==> config.mk <==
export PLATFORM = sky130hd
export DESIGN_NAME = ring_stop
export DESIGN_NICKNAME = d
export VERILOG_FILES = /design/src/rtl/lotr_pkg.sv /design/src/rtl/ring_stop_fifo.sv /design/src/rtl/ring_stop.sv
export SDC_FILE = /design/constraint.sdc
export NUM_CORES = 1
export LEC_CHECK = 0
export BUFFER_PORTS_ARGS = -buffer_cell sky130_fd_sc_hd__buf_4
export CORE_ASPECT_RATIO = 0.6
export CORE_MARGIN = 4
export CORE_UTILIZATION = 40
export CTS_CLUSTER_SIZE = 10
export DETAILED_ROUTE_END_ITERATION = 6
export GPL_TIMING_DRIVEN = 0
export MAX_ROUTING_LAYER = met4
export PLACE_DENSITY = 0.6
export SYNTH_ARGS = -nofsm -noshare
export SYNTH_HDL_FRONTEND = slang
export SYNTH_HIERARCHICAL = 1
export SYNTH_SLANG_ARGS = --single-unit
==> constraint.sdc <==
create_clock -name QClk -period 5.75 [get_ports QClk]
set_input_delay 0 -clock QClk [delete_from_list [all_inputs] [get_ports QClk]]
set_output_delay 0 -clock QClk [all_outputs]
set_load 0.005 [all_outputs]
==> src/rtl/lotr_pkg.sv <==
// Shared ring types: opcode encoding, the ring slot layout and the bit
// ranges that carry the destination tile id inside a slot.
package lotr_pkg;

  typedef enum logic [3:0] {
    OP_READ   = 4'h0,
    OP_WRITE  = 4'h1,
    OP_ATOMIC = 4'h2,
    OP_FLUSH  = 4'h3
  } t_opcode;

  // Destination tile of a request lives in the top byte of the address.
  localparam int CORE_ID_MSB = 31;
  localparam int CORE_ID_LSB = 24;

  // Destination tile of a response lives in requestor[9:2].
  localparam int RSP_ID_MSB = 9;
  localparam int RSP_ID_LSB = 2;

  typedef struct packed {
    logic        valid;
    logic [9:0]  requestor;
    t_opcode     opcode;
    logic [31:0] address;
    logic [31:0] data;
  } t_slot;

  // Saturating 16-bit increment used by the optional event counters.
  function automatic logic [15:0] sat_inc16(input logic [15:0] v, input logic evt);
    if (evt && (v != 16'hFFFF)) return v + 16'd1;
    return v;
  endfunction

endpackage

==> src/rtl/ring_stop_fifo.sv <==
// Local request injection FIFO. Power-of-two depth, pointers wrap
// naturally. A push is ignored when full and a pop when empty, so the
// caller may drive push/pop from its own qualifiers without extra guards.
module ring_stop_fifo
  import lotr_pkg::*;
#(
  parameter int DEPTH = 4
) (
  input  logic  clk_i,
  input  logic  rst_ni,
  input  logic  push_i,
  input  t_slot push_data_i,
  input  logic  pop_i,
  output t_slot head_o,
  output logic  empty_o,
  output logic  full_o
);

  localparam int PTR_W = $clog2(DEPTH);
  localparam int CNT_W = PTR_W + 1;

  t_slot              mem_q [DEPTH];
  logic [PTR_W-1:0]   wr_ptr_q, wr_ptr_d;
  logic [PTR_W-1:0]   rd_ptr_q, rd_ptr_d;
  logic [CNT_W-1:0]   count_q, count_d;
  logic               do_push, do_pop;

  assign empty_o = (count_q == '0);
  assign full_o  = (count_q == CNT_W'(DEPTH));
  assign head_o  = mem_q[rd_ptr_q];
  assign do_push = push_i && !full_o;
  assign do_pop  = pop_i && !empty_o;

  // Pointer and occupancy bookkeeping; push+pop together keeps the count.
  always_comb begin
    wr_ptr_d = wr_ptr_q;
    rd_ptr_d = rd_ptr_q;
    count_d  = count_q;
    if (do_push) wr_ptr_d = wr_ptr_q + PTR_W'(1);
    if (do_pop)  rd_ptr_d = rd_ptr_q + PTR_W'(1);
    case ({do_push, do_pop})
      2'b10:   count_d = count_q + CNT_W'(1);
      2'b01:   count_d = count_q - CNT_W'(1);
      default: count_d = count_q;
    endcase
  end

  // Pointer/count registers, cleared asynchronously.
  always_ff @(posedge clk_i or negedge rst_ni) begin
    if (!rst_ni) begin
      wr_ptr_q <= '0;
      rd_ptr_q <= '0;
      count_q  <= '0;
    end else begin
      wr_ptr_q <= wr_ptr_d;
      rd_ptr_q <= rd_ptr_d;
      count_q  <= count_d;
    end
  end

  // Storage array; contents are meaningless once the count is cleared.
  always_ff @(posedge clk_i) begin
    if (do_push) mem_q[wr_ptr_q] <= push_data_i;
  end

endmodule

==> src/rtl/ring_stop.sv <==
// Ring stop: one tile's tap on a request ring and a response ring.
// Each ring slot is registered at Q501 and re-registered at Q502 (fixed
// 2-cycle hop). At Q501 a slot addressed to this tile may be ejected;
// a free slot (invalid or just ejected) may be refilled from the local
// request FIFO (request ring) or the one-entry response holder.
// Optional: define RING_STOP_PERF_CNT_EN to add four saturating event
// counters (PerfReqFwd/PerfReqInj/PerfReqEj/PerfReqBounce).
//
// Handshakes: on LocalReqIn/LocalRspIn a transfer happens on a clock
// edge where Valid && Ready. LocalReqOut offers a locally addressed slot
// for exactly one cycle; it is taken only if LocalReqOutReady is high in
// that cycle, otherwise the slot stays on the ring and comes round again.
// LocalRspOut has no ready: every local response pulses for one cycle.
module ring_stop
  import lotr_pkg::*;
#(
  parameter int INJ_FIFO_DEPTH = 4
) (
  input  logic        QClk,
  input  logic        RstQnnnL,
  input  logic [7:0]  CoreID,
`ifdef RING_STOP_PERF_CNT_EN
  output logic [15:0] PerfReqFwd,
  output logic [15:0] PerfReqInj,
  output logic [15:0] PerfReqEj,
  output logic [15:0] PerfReqBounce,
`endif
  input  logic        RingReqInValidQ500H,
  input  logic [9:0]  RingReqInRequestorQ500H,
  input  t_opcode     RingReqInOpcodeQ500H,
  input  logic [31:0] RingReqInAddressQ500H,
  input  logic [31:0] RingReqInDataQ500H,
  input  logic        RingRspInValidQ500H,
  input  logic [9:0]  RingRspInRequestorQ500H,
  input  t_opcode     RingRspInOpcodeQ500H,
  input  logic [31:0] RingRspInAddressQ500H,
  input  logic [31:0] RingRspInDataQ500H,
  output logic        RingReqOutValidQ502H,
  output logic [9:0]  RingReqOutRequestorQ502H,
  output t_opcode     RingReqOutOpcodeQ502H,
  output logic [31:0] RingReqOutAddressQ502H,
  output logic [31:0] RingReqOutDataQ502H,
  output logic        RingRspOutValidQ502H,
  output logic [9:0]  RingRspOutRequestorQ502H,
  output t_opcode     RingRspOutOpcodeQ502H,
  output logic [31:0] RingRspOutAddressQ502H,
  output logic [31:0] RingRspOutDataQ502H,
  input  logic        LocalReqInValid,
  input  logic [9:0]  LocalReqInRequestor,
  input  t_opcode     LocalReqInOpcode,
  input  logic [31:0] LocalReqInAddress,
  input  logic [31:0] LocalReqInData,
  output logic        LocalReqInReady,
  input  logic        LocalRspInValid,
  input  logic [9:0]  LocalRspInRequestor,
  input  t_opcode     LocalRspInOpcode,
  input  logic [31:0] LocalRspInAddress,
  input  logic [31:0] LocalRspInData,
  output logic        LocalRspInReady,
  output logic        LocalReqOutValid,
  output logic [9:0]  LocalReqOutRequestor,
  output t_opcode     LocalReqOutOpcode,
  output logic [31:0] LocalReqOutAddress,
  output logic [31:0] LocalReqOutData,
  input  logic        LocalReqOutReady,
  output logic        LocalRspOutValid,
  output logic [9:0]  LocalRspOutRequestor,
  output t_opcode     LocalRspOutOpcode,
  output logic [31:0] LocalRspOutAddress,
  output logic [31:0] LocalRspOutData
);

  t_slot ring_req_in, ring_rsp_in, loc_req_in, loc_rsp_in;
  t_slot req_q501_q, rsp_q501_q;
  t_slot req_q502_q, req_q502_d, rsp_q502_q, rsp_q502_d;
  t_slot rsp_hold_q, rsp_hold_d;
  t_slot fifo_head;
  logic  fifo_empty, fifo_full, fifo_push, fifo_pop;
  logic  ready_en_q;
  logic  req_local, req_eject, req_bounce, req_slot_free, req_inject;
  logic  rsp_local, rsp_slot_free, rsp_inject, rsp_push;

  assign ring_req_in = '{valid: RingReqInValidQ500H, requestor: RingReqInRequestorQ500H,
                         opcode: RingReqInOpcodeQ500H, address: RingReqInAddressQ500H,
                         data: RingReqInDataQ500H};
  assign ring_rsp_in = '{valid: RingRspInValidQ500H, requestor: RingRspInRequestorQ500H,
                         opcode: RingRspInOpcodeQ500H, address: RingRspInAddressQ500H,
                         data: RingRspInDataQ500H};
  assign loc_req_in  = '{valid: 1'b1, requestor: LocalReqInRequestor,
                         opcode: LocalReqInOpcode, address: LocalReqInAddress,
                         data: LocalReqInData};
  assign loc_rsp_in  = '{valid: 1'b1, requestor: LocalRspInRequestor,
                         opcode: LocalRspInOpcode, address: LocalRspInAddress,
                         data: LocalRspInData};

  // Q501 capture of both incoming ring slots.
  always_ff @(posedge QClk or negedge RstQnnnL) begin
    if (!RstQnnnL) begin
      req_q501_q <= '0;
      rsp_q501_q <= '0;
    end else begin
      req_q501_q <= ring_req_in;
      rsp_q501_q <= ring_rsp_in;
    end
  end

  // Ejection decisions and slot-free qualifiers, all gated by Valid.
  always_comb begin
    req_local     = req_q501_q.valid && (req_q501_q.address[CORE_ID_MSB:CORE_ID_LSB] == CoreID);
    req_eject     = req_local && LocalReqOutReady;
    req_bounce    = req_local && !LocalReqOutReady;
    req_slot_free = !req_q501_q.valid || req_eject;
    req_inject    = req_slot_free && !fifo_empty;
    rsp_local     = rsp_q501_q.valid && (rsp_q501_q.requestor[RSP_ID_MSB:RSP_ID_LSB] == CoreID);
    rsp_slot_free = !rsp_q501_q.valid || rsp_local;
    rsp_inject    = rsp_slot_free && rsp_hold_q.valid;
  end

  // Ready is held low in reset and for the first edge after it.
  assign LocalReqInReady = ready_en_q && !fifo_full;
  assign LocalRspInReady = ready_en_q && (!rsp_hold_q.valid || rsp_inject);
  assign fifo_push       = LocalReqInValid && LocalReqInReady;
  assign fifo_pop        = req_inject;
  assign rsp_push        = LocalRspInValid && LocalRspInReady;

  ring_stop_fifo #(
    .DEPTH (INJ_FIFO_DEPTH)
  ) u_inj_fifo (
    .clk_i       (QClk),
    .rst_ni      (RstQnnnL),
    .push_i      (fifo_push),
    .push_data_i (loc_req_in),
    .pop_i       (fifo_pop),
    .head_o      (fifo_head),
    .empty_o     (fifo_empty),
    .full_o      (fifo_full)
  );

  // Q502 next value: occupied slot wins, else injection, else an empty
  // slot that keeps its stale payload.
  always_comb begin
    req_q502_d       = req_q502_q;
    req_q502_d.valid = 1'b0;
    if (!req_slot_free) begin
      req_q502_d = req_q501_q;
    end else if (req_inject) begin
      req_q502_d       = fifo_head;
      req_q502_d.valid = 1'b1;
    end
    rsp_q502_d       = rsp_q502_q;
    rsp_q502_d.valid = 1'b0;
    if (!rsp_slot_free) begin
      rsp_q502_d = rsp_q501_q;
    end else if (rsp_inject) begin
      rsp_q502_d       = rsp_hold_q;
      rsp_q502_d.valid = 1'b1;
    end
  end

  // Response holder: drained by injection, refilled by an accepted push.
  always_comb begin
    rsp_hold_d = rsp_hold_q;
    if (rsp_inject) rsp_hold_d.valid = 1'b0;
    if (rsp_push)   rsp_hold_d = loc_rsp_in;
  end

  // Q502 output flops, response holder and ready enable.
  always_ff @(posedge QClk or negedge RstQnnnL) begin
    if (!RstQnnnL) begin
      req_q502_q <= '0;
      rsp_q502_q <= '0;
      rsp_hold_q <= '0;
      ready_en_q <= 1'b0;
    end else begin
      req_q502_q <= req_q502_d;
      rsp_q502_q <= rsp_q502_d;
      rsp_hold_q <= rsp_hold_d;
      ready_en_q <= 1'b1;
    end
  end

  assign RingReqOutValidQ502H     = req_q502_q.valid;
  assign RingReqOutRequestorQ502H = req_q502_q.requestor;
  assign RingReqOutOpcodeQ502H    = req_q502_q.opcode;
  assign RingReqOutAddressQ502H   = req_q502_q.address;
  assign RingReqOutDataQ502H      = req_q502_q.data;
  assign RingRspOutValidQ502H     = rsp_q502_q.valid;
  assign RingRspOutRequestorQ502H = rsp_q502_q.requestor;
  assign RingRspOutOpcodeQ502H    = rsp_q502_q.opcode;
  assign RingRspOutAddressQ502H   = rsp_q502_q.address;
  assign RingRspOutDataQ502H      = rsp_q502_q.data;

  assign LocalReqOutValid     = req_local;
  assign LocalReqOutRequestor = req_q501_q.requestor;
  assign LocalReqOutOpcode    = req_q501_q.opcode;
  assign LocalReqOutAddress   = req_q501_q.address;
  assign LocalReqOutData      = req_q501_q.data;
  assign LocalRspOutValid     = rsp_local;
  assign LocalRspOutRequestor = rsp_q501_q.requestor;
  assign LocalRspOutOpcode    = rsp_q501_q.opcode;
  assign LocalRspOutAddress   = rsp_q501_q.address;
  assign LocalRspOutData      = rsp_q501_q.data;

`ifdef RING_STOP_PERF_CNT_EN
  logic [15:0] perf_fwd_q, perf_inj_q, perf_ej_q, perf_bounce_q;

  // Saturating request-ring event counters.
  always_ff @(posedge QClk or negedge RstQnnnL) begin
    if (!RstQnnnL) begin
      perf_fwd_q    <= '0;
      perf_inj_q    <= '0;
      perf_ej_q     <= '0;
      perf_bounce_q <= '0;
    end else begin
      perf_fwd_q    <= sat_inc16(perf_fwd_q, req_q501_q.valid && !req_eject);
      perf_inj_q    <= sat_inc16(perf_inj_q, req_inject);
      perf_ej_q     <= sat_inc16(perf_ej_q, req_eject);
      perf_bounce_q <= sat_inc16(perf_bounce_q, req_bounce);
    end
  end

  assign PerfReqFwd    = perf_fwd_q;
  assign PerfReqInj    = perf_inj_q;
  assign PerfReqEj     = perf_ej_q;
  assign PerfReqBounce = perf_bounce_q;
`endif

endmodule

==> key figures <==
Timing
  – Max-slew headroom: 0.331
  – Crit share post-route: 0.615
  – Fmax: 283 MHz
  – RSZ-0062 raised after global routing: no
  – Slew @ Worst Pin: about 1.0 ns
  – Clock skew: 0.0210 ns
  – Final Hold Fails: 0
  – Final setup violation count: 0
  – Max-slew violation count: 0
  – Setup ws final: around 2.2 ns
  – Final min period: about 3.5 ns
  – Setup_tns: 0 ns
  – Minimum hold slack: 0.0414 ns

Worst setup path
  – WP data arrival: roughly 4.1 ns
  – WP buf/inv: 3
  – Critical Path RT: between 6 and 7 ns
  – Most used cell, CP: xor2_1
  – Crit-path cells: xnor2_1, nand2_1, o41ai_4, buf_6, buf_2, nor2b_1, o31a_2, ha_1, inv_1, fa_1, xor2_1, nor2_1, xor2_1
  – Crit path capture type: flop
  – Largest delay contributor family on the critical path: flip-flops
  – CP max-delay cell: dfrtp_1
  – CP Class: reg -> reg
  – CP peak stage delay: about 0.74 ns
  – Setup crit start kind: flop
  – CP Max Fanout: 10

Synthesis
  – Mapped Cells: roughly 1600
  – Avg Cell Area, Syn: 16.5 µm²
  – Post-synthesis cell area: approximately 27000 µm²
  – Synthesized Nets: 1978
  – Yosys warns: 6

Floorplanning
  – Rows: 73
  – Core Region: between 60000 and 70000 µm²
  – Die ar.: ~72000 µm²
  – Die Y: 210 µm
  – Chip Width: 344 µm
  – I/O pin cnt: about 650
  – Initial Util: 0.407

Final layout
  – Layout cell share with drive strength beyond 1: 0.380
  – Nets: roughly 3100
  – Area growth, synth to finish: 47.4%
  – Commonest non-fill, non-tap cell in the layout: buf_4
  – Most frequent cells in the layout: buf_4, dlygate4sd3_1, dfrtp_1

GRT
  – Largest net degree at the start of global routing: 122
  – GRT Total Usage: 0.241
  – Grt total ovfl: 0
  – Number of global-route vias before repair: around 20000
  – First-pass GRT wire length: approximately 120 mm
  – Antenna violations before repair: 11

CTS
  – Num CTS Buffers: 81
  – Longest Clk Path Bufs: 3
  – Clock tree sinks: around 720
  – Clock transition at path regs: 0.06 ns
  – CTS Root Cell: clkbuf_16
  – H-tree level count: 3
  – Skew-Pair Late Insertion Delay: 0.62 ns
  – CTS tree: built

Route
  – DRC Markers: 0
  – Pre-antenna DRT Iters: 5
  – Vias per cell: around 4.9
  – Routed length per instance: ~23 µm
  – Antenna Nets Post-Route: 0
  – Vias: approximately 18000
  – First DRT Iteration DRCs: roughly 1200
  – Final wirelength: between 80 and 90 mm

Power and ir drop
  – Power per standard cell area: between 300 and 400 nW/µm²
  – Leak pwr: 16.7 nW
  – VDD IR max: ~0.31 mV

Placement
  – GP Congestion: 0.901
  – Port Buf Inserts: between 600 and 700
  – HPWL after DPL: approximately 60 mm
  – Place WS: ~2.2 ns

Flow run
  – Max Cap Violations: 0

Run status
  – Status: finished clean

Min path
  – Hold Path Class: in -> reg
==> report_power, final <==
group          switching [W]  internal (W)
logic                0.00168       0.00191
registers           0.000351       0.00605
clock network        0.00200       0.00265
total                0.00403        0.0106
==> final timing paths <==
check                                    startpoint                       to  slack, ns  cells after the start
max                          LocalReqOutAddress[31]    u_inj_fifo/count_q[2]       2.21                     13
min                        RingRspInAddressQ500H[0]    LocalRspOutAddress[0]       0.04                      2
max reg2reg                  LocalReqOutAddress[31]    u_inj_fifo/count_q[2]       2.21                     13
min reg2reg                          rsp_hold_q[65]           rsp_hold_q[65]       0.49                      1
max in group asynchronous                  RstQnnnL  RingReqOutDataQ502H[18]       3.73                      5
min in group asynchronous                  RstQnnnL   RingRspOutDataQ502H[6]       0.46                      3
==> layer usage <==
layer	vias up	track usage	routed length [µm]
met3	157	0.0576	5310
met4	0	0.0789	2550
met1	9463	0.312	36300
li1	8144	-	-
met2	536	0.378	41700
met5	-	-	0
==> area by class of cell <==
| cell class | count | area, µm² |
|---|---|---|
| clock buffer | 127 | 2230 |
| antenna | 9 | 22.5 |
| sequential | 715 | 19500 |
| multi-input combinational | 686 | 6090 |
| tap | 900 | 1130 |
| buffer | 235 | 1560 |
| fill | 5129 | 26700 |
| inverter | 9 | 33.8 |
| timing repair buffer | 1082 | 9360 |
| clock inverter | 5 | 80.1 |
==> state kept, by name, summed over array words and instances, names as in the netlist, 10 cells and up <==
register and cells:
LocalRspOutData 32, RingReqOutAddressQ502H 32, RingRspOutDataQ502H 32, LocalRspOutAddress 32, rsp_hold_q 79, RingReqOutRequestorQ502H 10
LocalRspOutRequestor 10, LocalReqOutAddress 32, RingRspOutRequestorQ502H 10, u_inj_fifo/mem_q 312, LocalReqOutRequestor 10, LocalReqOutData 32
RingReqOutDataQ502H 32, RingRspOutAddressQ502H 32
==> stage by stage <==
stage,cells,util,cell area (µm²),total power [W]
after floorplan,1645,-,27100,0.00828
after global placement,3189,0.496,33100,0.00973
after global routing,3768,0.599,40000,0.0153
after CTS,3759,0.599,39900,0.0148
after detailed placement,3197,0.500,33300,0.00984
final,3768,0.599,40000,0.0146
==> worst reg2reg max path, stage by stage, from the launching register on <==
cell and delay (ns):
dfrtp_1 0.74, xnor2_1 0.24, nand2_1 0.15, o41ai_4 0.36
buf_6 0.22, buf_2 0.30, nor2b_1 0.17, o31a_2 0.20
ha_1 0.20, inv_1 0.06, fa_1 0.38, xor2_1 0.16
nor2_1 0.14, xor2_1 0.15
==> what timing repair did <==
item,4_1_cts,5_1_grt
resized for setup,0,0
endpoints found under the setup margin,0,0
buffers inserted,0,0
hold buffers,430,0
endpoints found under the hold margin,742,0
(Power assumes the default switching activity.)
